===== src/rtl/time_of_day_counter_if.sv =====
// time_of_day_counter_if: button/tick inputs and BCD time/mode/alarm outputs of the time-of-day counter.
interface time_of_day_counter_if;
    logic       tick_in;
    logic       mode_btn;
    logic       inc_btn;
    logic [1:0] hr_t;
    logic [3:0] hr_u;
    logic [2:0] min_t;
    logic [3:0] min_u;
    logic [2:0] sec_t;
    logic [3:0] sec_u;
    logic [1:0] mode;
    logic       alarm_out;
    modport master (
        output tick_in, mode_btn, inc_btn,
        input  hr_t, hr_u, min_t, min_u, sec_t, sec_u, mode, alarm_out
    );
    modport slave (
        input  tick_in, mode_btn, inc_btn,
        output hr_t, hr_u, min_t, min_u, sec_t, sec_u, mode, alarm_out
    );
endinterface


===== src/rtl/time_of_day_counter.sv =====
// time_of_day_counter: BCD HH:MM:SS clock with synchronized tick/mode/inc edge inputs and set modes.
// Define ALARM_EN to add the SET_AL state, 15-minute-step alarm registers and alarm_out.
module time_of_day_counter #(
    parameter int SYNC_STAGES = 2
) (
    input logic                 clk,
    input logic                 rst,
    time_of_day_counter_if.slave bus
);
    localparam int WW = $clog2(SYNC_STAGES + 1);

    typedef enum logic [1:0] {
        RUN     = 2'd0,
        SET_HR  = 2'd1,
        SET_MIN = 2'd2
`ifdef ALARM_EN
        , SET_AL = 2'd3
`endif
    } state_t;

    function automatic logic [5:0] hr_inc(input logic [1:0] t, input logic [3:0] u);
        return (t == 2'd2 && u == 4'd3) ? 6'd0 : (u == 4'd9) ? {t + 2'd1, 4'd0} : {t, u + 4'd1};
    endfunction

    function automatic logic [6:0] ms_inc(input logic [2:0] t, input logic [3:0] u);
        return (t == 3'd5 && u == 4'd9) ? 7'd0 : (u == 4'd9) ? {t + 3'd1, 4'd0} : {t, u + 4'd1};
    endfunction

    logic [SYNC_STAGES-1:0] r_tick_s, r_mode_s, r_inc_s;
    logic [2:0]             r_prev, r_armed;
    logic [WW-1:0]          r_warm;
    logic [2:0]             w_last, w_pulse;
    logic                   w_warm;
    state_t                 r_state;
    logic [1:0]             r_hr_t;
    logic [3:0]             r_hr_u, r_min_u, r_sec_u;
    logic [2:0]             r_min_t, r_sec_t;
    logic [5:0]             w_hr_n;
    logic [6:0]             w_min_n, w_sec_n;
    logic                   w_sec_wrap, w_min_wrap;

    // Pulse bits: 0 tick, 1 mode, 2 inc
    assign w_last  = {r_inc_s[SYNC_STAGES-1], r_mode_s[SYNC_STAGES-1], r_tick_s[SYNC_STAGES-1]};
    assign w_warm  = r_warm == WW'(SYNC_STAGES);
    assign w_pulse = w_last & ~r_prev & r_armed;

    assign w_hr_n     = hr_inc(r_hr_t, r_hr_u);
    assign w_min_n    = ms_inc(r_min_t, r_min_u);
    assign w_sec_n    = ms_inc(r_sec_t, r_sec_u);
    assign w_sec_wrap = r_sec_t == 3'd5 && r_sec_u == 4'd9;
    assign w_min_wrap = r_min_t == 3'd5 && r_min_u == 4'd9;

`ifdef ALARM_EN
    logic [1:0] r_al_hr_t;
    logic [3:0] r_al_hr_u;
    logic [1:0] r_al_q;
    logic [2:0] w_al_min_t;
    logic [3:0] w_al_min_u;
    assign w_al_min_t = (r_al_q == 2'd0) ? 3'd0 : (r_al_q == 2'd1) ? 3'd1 : (r_al_q == 2'd2) ? 3'd3 : 3'd4;
    assign w_al_min_u = r_al_q[0] ? 4'd5 : 4'd0;
    assign bus.alarm_out = r_state == RUN && r_hr_t == r_al_hr_t && r_hr_u == r_al_hr_u &&
                           r_min_t == w_al_min_t && r_min_u == w_al_min_u;
`else
    assign bus.alarm_out = 1'b0;
`endif

    // Edge detectors arm only after a genuine low sample, so a level held across reset is not a press
    always_ff @(posedge clk) begin
        if (rst) begin
            r_tick_s <= '0;
            r_mode_s <= '0;
            r_inc_s  <= '0;
            r_prev   <= '0;
            r_armed  <= '0;
            r_warm   <= '0;
            r_state  <= RUN;
            {r_hr_t, r_hr_u, r_min_t, r_min_u, r_sec_t, r_sec_u} <= '0;
`ifdef ALARM_EN
            r_al_hr_t <= 2'd0;
            r_al_hr_u <= 4'd6;
            r_al_q    <= 2'd0;
`endif
        end else begin
            r_tick_s <= {r_tick_s[SYNC_STAGES-2:0], bus.tick_in};
            r_mode_s <= {r_mode_s[SYNC_STAGES-2:0], bus.mode_btn};
            r_inc_s  <= {r_inc_s[SYNC_STAGES-2:0], bus.inc_btn};
            r_prev   <= w_last;
            r_armed  <= r_armed | (w_warm ? ~w_last : 3'b000);
            if (!w_warm) r_warm <= r_warm + 1'b1;
            case (r_state)
                RUN: begin
                    if (w_pulse[1]) begin
                        r_state <= SET_HR;
                        {r_sec_t, r_sec_u} <= '0;
                    end else if (w_pulse[0]) begin
                        {r_sec_t, r_sec_u} <= w_sec_n;
                        if (w_sec_wrap) begin
                            {r_min_t, r_min_u} <= w_min_n;
                            if (w_min_wrap) {r_hr_t, r_hr_u} <= w_hr_n;
                        end
                    end
                end
                SET_HR: begin
                    if (w_pulse[2]) {r_hr_t, r_hr_u} <= w_hr_n;
                    if (w_pulse[1]) r_state <= SET_MIN;
                end
                SET_MIN: begin
                    if (w_pulse[2]) {r_min_t, r_min_u} <= w_min_n;
`ifdef ALARM_EN
                    if (w_pulse[1]) r_state <= SET_AL;
`else
                    if (w_pulse[1]) r_state <= RUN;
`endif
                end
`ifdef ALARM_EN
                SET_AL: begin
                    if (w_pulse[2]) begin
                        r_al_q <= r_al_q + 2'd1;
                        if (r_al_q == 2'd3) {r_al_hr_t, r_al_hr_u} <= hr_inc(r_al_hr_t, r_al_hr_u);
                    end
                    if (w_pulse[1]) r_state <= RUN;
                end
`endif
                default: r_state <= RUN;
            endcase
        end
    end

    assign bus.hr_t  = r_hr_t;
    assign bus.hr_u  = r_hr_u;
    assign bus.min_t = r_min_t;
    assign bus.min_u = r_min_u;
    assign bus.sec_t = r_sec_t;
    assign bus.sec_u = r_sec_u;
    assign bus.mode  = r_state;
endmodule


===== src/flat_wrapper.sv =====
// flat-port wrapper written by rule: the top's interface ports become plain ports
module time_of_day_counter_flat 
#(
    parameter int SYNC_STAGES = 2
)
  (clk, rst, bus_tick_in, bus_mode_btn, bus_inc_btn, bus_hr_t, bus_hr_u, bus_min_t, bus_min_u, bus_sec_t, bus_sec_u, bus_mode, bus_alarm_out);
  time_of_day_counter_if bus_i ();
  input logic clk;
  input logic rst;
  input wire logic [$bits(bus_i.tick_in)-1:0] bus_tick_in;
  input wire logic [$bits(bus_i.mode_btn)-1:0] bus_mode_btn;
  input wire logic [$bits(bus_i.inc_btn)-1:0] bus_inc_btn;
  output wire logic [$bits(bus_i.hr_t)-1:0] bus_hr_t;
  output wire logic [$bits(bus_i.hr_u)-1:0] bus_hr_u;
  output wire logic [$bits(bus_i.min_t)-1:0] bus_min_t;
  output wire logic [$bits(bus_i.min_u)-1:0] bus_min_u;
  output wire logic [$bits(bus_i.sec_t)-1:0] bus_sec_t;
  output wire logic [$bits(bus_i.sec_u)-1:0] bus_sec_u;
  output wire logic [$bits(bus_i.mode)-1:0] bus_mode;
  output wire logic [$bits(bus_i.alarm_out)-1:0] bus_alarm_out;
  assign bus_i.tick_in = bus_tick_in;
  assign bus_i.mode_btn = bus_mode_btn;
  assign bus_i.inc_btn = bus_inc_btn;
  assign bus_hr_t = bus_i.hr_t;
  assign bus_hr_u = bus_i.hr_u;
  assign bus_min_t = bus_i.min_t;
  assign bus_min_u = bus_i.min_u;
  assign bus_sec_t = bus_i.sec_t;
  assign bus_sec_u = bus_i.sec_u;
  assign bus_mode = bus_i.mode;
  assign bus_alarm_out = bus_i.alarm_out;
  time_of_day_counter #(.SYNC_STAGES(SYNC_STAGES)) u_core (.clk(clk), .rst(rst), .bus(bus_i));
endmodule

===== config.mk =====
export PLATFORM = sky130hd
export DESIGN_NAME = time_of_day_counter_flat
export DESIGN_NICKNAME = d
export VERILOG_FILES = /design/src/rtl/time_of_day_counter_if.sv /design/src/rtl/time_of_day_counter.sv /design/src/flat_wrapper.sv
export SDC_FILE = /design/constraint.sdc
export NUM_CORES = 1
export LEC_CHECK = 0
export CAP_MARGIN = 20
export CORE_AREA = 2 2 63 65
export DETAILED_ROUTE_END_ITERATION = 12
export DIE_AREA = 0 0 65 67
export GPL_ROUTABILITY_DRIVEN = 0
export GPL_TIMING_DRIVEN = 0
export HOLD_SLACK_MARGIN = 0.02
export PLACE_DENSITY = 0.75
export SYNTH_ARGS = -nofsm -noshare
export SYNTH_HDL_FRONTEND = slang
export SYNTH_SLANG_ARGS = --single-unit

===== constraint.sdc =====
create_clock -name clk -period 1.9 [get_ports clk]
set_clock_uncertainty 0.2 [all_clocks]
set_input_delay 0.285 -clock clk [delete_from_list [all_inputs] [get_ports clk]]
set_output_delay 0.285 -clock clk [all_outputs]
set_load 0.01 [all_outputs]

==> metrics.md, run 1 <==
| Metric | Value |
|---|---|
| Post-synth top area share | 0.433 |
| Crit Path Class | flop to flop |
| Clock Latency Late Sink | 0.29 ns |
| Ys async rst share | 0 |
| CP max FO | 3 |
| Starting density of the core | 0.461 |
| Pin count of the biggest net entering global routing | 11 |
| Port bufs | 25 |
| Syn_nets | 198 |
| Data arrival, critical path | 1.99 ns |
| Startpoint Class | flop |
| Adder-cell share of the synthesized area | 0.0752 |
| Slew of the pin with the lowest slew margin | 0.561 ns |
| Synth Area in Compound Gates | 0.119 |
| Placed Area | 2030 um^2 |
| Drt wl/cell | 11.7 um |
| Initial antenna violation count | 0 |
| Placed Cells | 256 |
| Worst-case clock buffer depth | 2 |
| H-tree levels | 2 |
| Mapped Avg Cell Area | 9.09 um^2 |
| Finished Layout Cells | 272 |
| Mapped cell area | 1660 um^2 |
| CTS sink count | 36 |
| Tmin final | 1.98 ns |
| Yosys reg bits | 36 |
| Site Rows | 22 |
| Mux cell area share after synthesis | 0.0181 |
| Synth top area cells | dfxtp_1 (43%), ha_1 (7.5%), a21oi_1 (5.1%) |
| Clk root buf | clkbuf_8 |
| Post-DRT Antenna Nets | 0 |
| Leak Pwr | 0.000836 uW |
| # setup viols final | 11 |
| Seq/Total Area, Yosys | 0.433 |
| Final std cell area, no fill | 2250 um^2 |
| Cells after synthesis | 183 |
| Worst VDD drop | 405 uV |
| Nets@finish | 239 |
| Number of synthesized flops with an enable pin | 0 |
| F_max | 505 MHz |
| Cts bufs inserted | 5 |
| Unrepaired setup endpoints after global routing | yes |
| Post-Synth Simple-Gate Area | 0.284 |
| Final max-slew violation count | 0 |
| CTS tree | yes |
| 1st-iter DRT viols | 63 |
| Largest family of logic cells by synthesized area | simple AND/OR/NAND/NOR gates |
| DIE AREA | 4360 um^2 |
| Synth unique cells | 42 |
| Vias in the first global route | 1,254 |
| Gr usage total | 0.168 |
| Overflow after GRT | 0 |
| Post-layout util | 0.625 |
| First-pass DRT Iterations | 4 |
| Clock transition at path regs | 0.07 ns |
| Die width | 65 um |
| Failing checks | negative setup slack |
| Drt total wl | 3190 um |
| GRT met1 Usage | 0.196 |
| Grt met3 use | 0.0557 |
| Post-DP HPWL | 2180 um |
| Detailed-route via count | 1,404 |
| Final hold violations | 0 |
| Layout cells sized above 1 | 0.183 |
| Post-synth top area cell | dfxtp_1 |
| Worst Setup End Kind | flop |
| Grt met2 use | 0.277 |
| Cell Chain, Critical Path | inv_2, ha_4, nand4b_1, buf_4, nor4_4, buf_4, o21ai_2, or3_1, a41oi_2 |
| Ys Warns | 0 |
| # DRC | 0 |
| Most used cell, CP | buf_4 |
| CP required | 1.91 ns |
| Antenna Diode Count | 0 |
| Class of the tightest hold or removal check | primary input to flop |
| Vias per cell | 5.16 |
| Global-route wire length before repair | 5510 um |
| Status | complete, but fails checks |
| Core area | 3610 um^2 |
| Max incr delay on CP | 0.34 ns |
| Dpl ws | -0.169 ns |
| Period utilization | 1.04 |
| Power density cells | 713 nW/um^2 |
| Max Cap Violations | 0 |
| Max-slew headroom at the worst pin | 0.626 |
| Final setup margin | -0.0789 ns |
| Synthesis-to-finish area growth | 35.5% |
| Die Y | 67 um |
| Busiest grt layer | met2 |
| Ys flop type | dfxtp_1 |
| CP max stage cell | dfxtp_4 |
| XOR/XNOR Fraction of Synth Area | 0.0316 |
| Ports | 28 |
## sequential cells by signal, indices dropped and copies added (netlist names)
register / flops
u_core.bus.hr_u: 4
u_core.r_mode_s: 2
u_core.bus.sec_u: 4
u_core.bus.hr_t: 2
u_core.r_prev: 3
u_core.r_armed: 3
u_core.bus.sec_t: 3
u_core.bus.min_u: 4
u_core.r_warm: 2
u_core.r_inc_s: 2
u_core.bus.mode: 2
u_core.bus.min_t: 3
u_core.r_tick_s: 2
## per-stage QoR
step | TNS (ns) | total power (uW) | hold slack (ns)
3_5_place_dp | -1.47 | 1040 | 0.227
4_1_cts | -1.04 | 1620 | 0.201
3_3_place_gp | -1.16 | 1030 | 0.216
5_1_grt | -1.87 | 1700 | 0.231
2_1_floorplan | -0.0148 | 989 | 0.213
6_report | -0.483 | 1610 | 0.186
## final cells by class
cell class	instances	area, um^2
Multi-Input combinational cell	132	980
Sequential cell	36	737
Inverter	10	40.0
Timing Repair Buffer	34	318
Buffer	5	22.5
Fill cell	302	1350
Clock buffer	7	96.3
Tap cell	48	60.1
## worst max-delay path: cells and delay by family, from the launching register on
family | cells | cell delay, ns
compound gates | 2 | 0.19
buf+inv | 3 | 0.41
simple gates | 3 | 0.67
flops | 1 | 0.34
fa+ha+maj | 1 | 0.12
## metal layers
metal	part of all wire	up-vias
met2	0.47	28
met4	0.020	0
met3	0.044	6
met5	0	-
li1	-	717
met1	0.47	653
## power breakdown
group          total (uW)  switching, uW  leakage (uW)  internal, uW
registers             841           36.2      0.000296           805
clock network         570            248     0.0000503           322
logic                 195            104      0.000490          90.7
total                1610            388      0.000836          1220
## kinds of logic after synthesis
group / after synthesis
adder cells (fa/ha/maj): 10
XOR/XNOR: 6
other: 1
AO/OA/AOI/OAI: 33
buffers and inverters: 15
multiplexers: 3
AND/OR/NAND/NOR: 79
flip-flops: 36
## cells in the final DEF, fill, tap and decap left out, types with 2 or more instances in the layout
master	count
ha_4	2
dfxtp_1	31
xnor2_1	3
clkbuf_1	4
or3_1	6
clkbuf_8	7
nor2_1	21
nor3b_1	2
ha_1	8
nand2_1	12
dfxtp_4	4
mux2i_1	3
nand3_1	3
nand2b_1	2
buf_4	10
nor4_4	2
inv_1	8
and3b_1	3
a21oi_1	13
xor2_1	3
nor3_1	4
nor2b_1	6
or3b_1	3
o21ai_0	4
a21oi_2	3
clkdlybuf4s50_1	25
nand3b_1	5
## path summary, 6_finish.rpt
check                      startpoint                   to  slack, ns  cells after the start
setup / recovery  u_core.bus.sec_t[1]  u_core.bus.min_u[3]      -0.08                      9
hold / removal                    rst   u_core.r_tick_s[1]       0.19                      2
setup reg to reg  u_core.bus.sec_t[1]  u_core.bus.min_u[3]      -0.08                      9
hold reg to reg    u_core.r_tick_s[0]   u_core.r_tick_s[1]       0.24                      1
## cells in the mapped netlist, types with 4 or more instances
| cell | instances |
|---|---|
| nor2_1 | 21 |
| nand3b_1 | 5 |
| or3_1 | 7 |
| nor2b_1 | 6 |
| nor3_1 | 4 |
| inv_1 | 10 |
| o21ai_0 | 5 |
| clkbuf_1 | 4 |
| nand2_1 | 12 |
| dfxtp_1 | 36 |
| ha_1 | 10 |
| a21oi_1 | 17 |
## repair_timing
item,4_1_cts,5_1_grt
gates resized for setup,4,9
endpoints found under the setup margin,14,17
hold buffers,0,0
pin swaps,8,7
buffers inserted,7,2
No activity file was read; power rests on OpenSTA's default activity.
==> run 2: changes to the inputs <==
TNS_END_PERCENT = 30   (was not set)
==> run 2 against run 1 <==
Net effect: the run still ends with negative setup slack left; global-route usage up 0.52 points; hold slack worse by 0.020 ns; sequential power about the same; critical endpoint is now u_core.bus.hr_u[2]; largest cell class unchanged; largest power group unchanged.
==> metrics.md, run 2 (synthesized netlist as in run 1, its figures left out) <==
| Metric | Value |
|---|---|
| Status | complete, but fails checks |
| Failing checks | negative setup slack |
| Die Y | 67 um |
| Site Rows | 22 |
| Fill cells | 310 |
| Initial antenna violation count | 0 |
| Post-DRT Antenna Nets | 0 |
| Global-route wire length before repair | 5720 um |
| CP max FO | 3 |
| Antenna Diode Count | 0 |
| Hold Buf Count CTS | 0 |
| Vias in the first global route | 1,292 |
| Final setup margin | -0.117 ns |
| Most common cell after layout, fill and taps aside | dfxtp_1 |
| Cts bufs inserted | 5 |
| Vias per cell | 5.17 |
| Synthesis-to-finish area growth | 35.6% |
| Max-slew headroom at the worst pin | 0.616 |
| Clk root buf | clkbuf_8 |
| Finished Layout Cells | 276 |
| Final hold slack | 0.165 ns |
| Leak Pwr | 0.000841 uW |
| Final hold violations | 0 |
| Power density cells | 710 nW/um^2 |
| Worst VDD drop | 443 uV |
| Crit path from | u_core.bus.sec_u[1] |
| H-tree levels | 2 |
| Clock transition at path regs | 0.08 ns |
| 1st-iter DRT viols | 101 |
| Starting density of the core | 0.461 |
| Tmin final | 2.02 ns |
| Nets@finish | 242 |
| Drt total wl | 3430 um |
| Unrepaired setup endpoints after global routing | yes |
| Die width | 65 um |
| R2R Path Start | u_core.bus.sec_u[1] |
| Pin count of the biggest net entering global routing | 12 |
| Port bufs | 25 |
| # DRC | 0 |
| Drt wl/cell | 12.4 um |
| Layout cells sized above 1 | 0.180 |
| Commonest cells after routing, fill and taps aside | dfxtp_1 (31), clkdlybuf4s50_1 (25), nor2_1 (21), a21oi_1 (15) |
| First-pass DRT Iterations | 4 |
| Ports | 28 |
| Max Cap Violations | 0 |
| Placed Cells | 256 |
| Startpoint Class | flop |
| Clock Latency Late Sink | 0.30 ns |
| Post-DP HPWL | 2180 um |
| F_max | 496 MHz |
| Worst Setup End Kind | flop |
| Class of the tightest hold or removal check | primary input to flop |
| Overflow after GRT | 0 |
| Crit Path Class | flop to flop |
| Final max-slew violation count | 0 |
| DIE AREA | 4360 um^2 |
| Gr usage total | 0.173 |
| HP Start | rst |
| CP required | 1.93 ns |
| Slew of the pin with the lowest slew margin | 0.576 ns |
| Setup TNS | -0.424 ns |
| # setup viols final | 8 |
| Worst-case clock buffer depth | 2 |
| Core area | 3610 um^2 |
| Detailed-route via count | 1,426 |
| Period utilization | 1.06 |
| CTS tree | yes |
| Data arrival, critical path | 2.04 ns |
| CTS sink count | 36 |
run 2: cell types whose count changed in the layout (fill, tap and decap cells not counted), sizes merged:
cell,previous run,this run
o21ai,7,8
clkinvlp,0,1
buf,10,12
run 2: worst paths after layout:
check                           slack (ns)  cells past startpoint                 end
worst min-delay path                  0.17                      2   u_core.r_inc_s[1]
worst min register to register        0.24                      1  u_core.r_mode_s[1]
worst max register to register       -0.12                      7  u_core.bus.hr_u[2]
worst max-delay path                 -0.12                      7  u_core.bus.hr_u[2]
run 2: critical path, cell delays in order, from the launching register on:
cell and delay [ns]:
dfxtp_4 0.36, inv_4 0.05, ha_4 0.13, nand4b_4 0.14, nor4_4 0.42, nor2_1 0.11
or4_1 0.42, a21oi_1 0.13
run 2: timing repair:
action,CTS,global route
gates cloned,0,1
endpoints found under the setup margin,13,16
hold endpoints to repair,0,0
buffers inserted,7,4
gates resized for setup,9,10
pin swaps,17,14
run 2: layout make-up:
cell class                 instances  area, um^2  share of cell area
buffer                             5        22.5             0.00999
sequential                        36         737               0.327
clock buffer                       7        86.3              0.0383
timing repair buffer              36         333               0.148
inverter                          10        40.0              0.0178
tap                               48        60.1              0.0266
multi-input combinational        133         968               0.430
clock inverter                     1        7.51             0.00333
run 2: per-layer routing:
layer	track usage	wire (um)
met3	0.0642	175
met2	0.274	1600
met1	0.214	1600
met5	0	0
met4	0.0638	55
run 2: power breakdown:
group          switching, uW  leakage, uW  internal, uW
Combinational            100     0.000501          88.8
Clock                    278    0.0000445           295
Sequential              35.5     0.000296           805
Total                    413     0.000841          1190
run 2: stage by stage:
step,worst slack (ns),util,cell area (um^2),power (uW)
3_3_place_gp,-0.153,0.557,2010,1030
4_1_cts,-0.169,0.608,2190,1610
5_1_grt,-0.191,0.625,2250,1690
6_report,-0.117,0.625,2250,1600
2_1_floorplan,-0.0492,-,1700,993
3_5_place_dp,-0.193,0.557,2010,1040
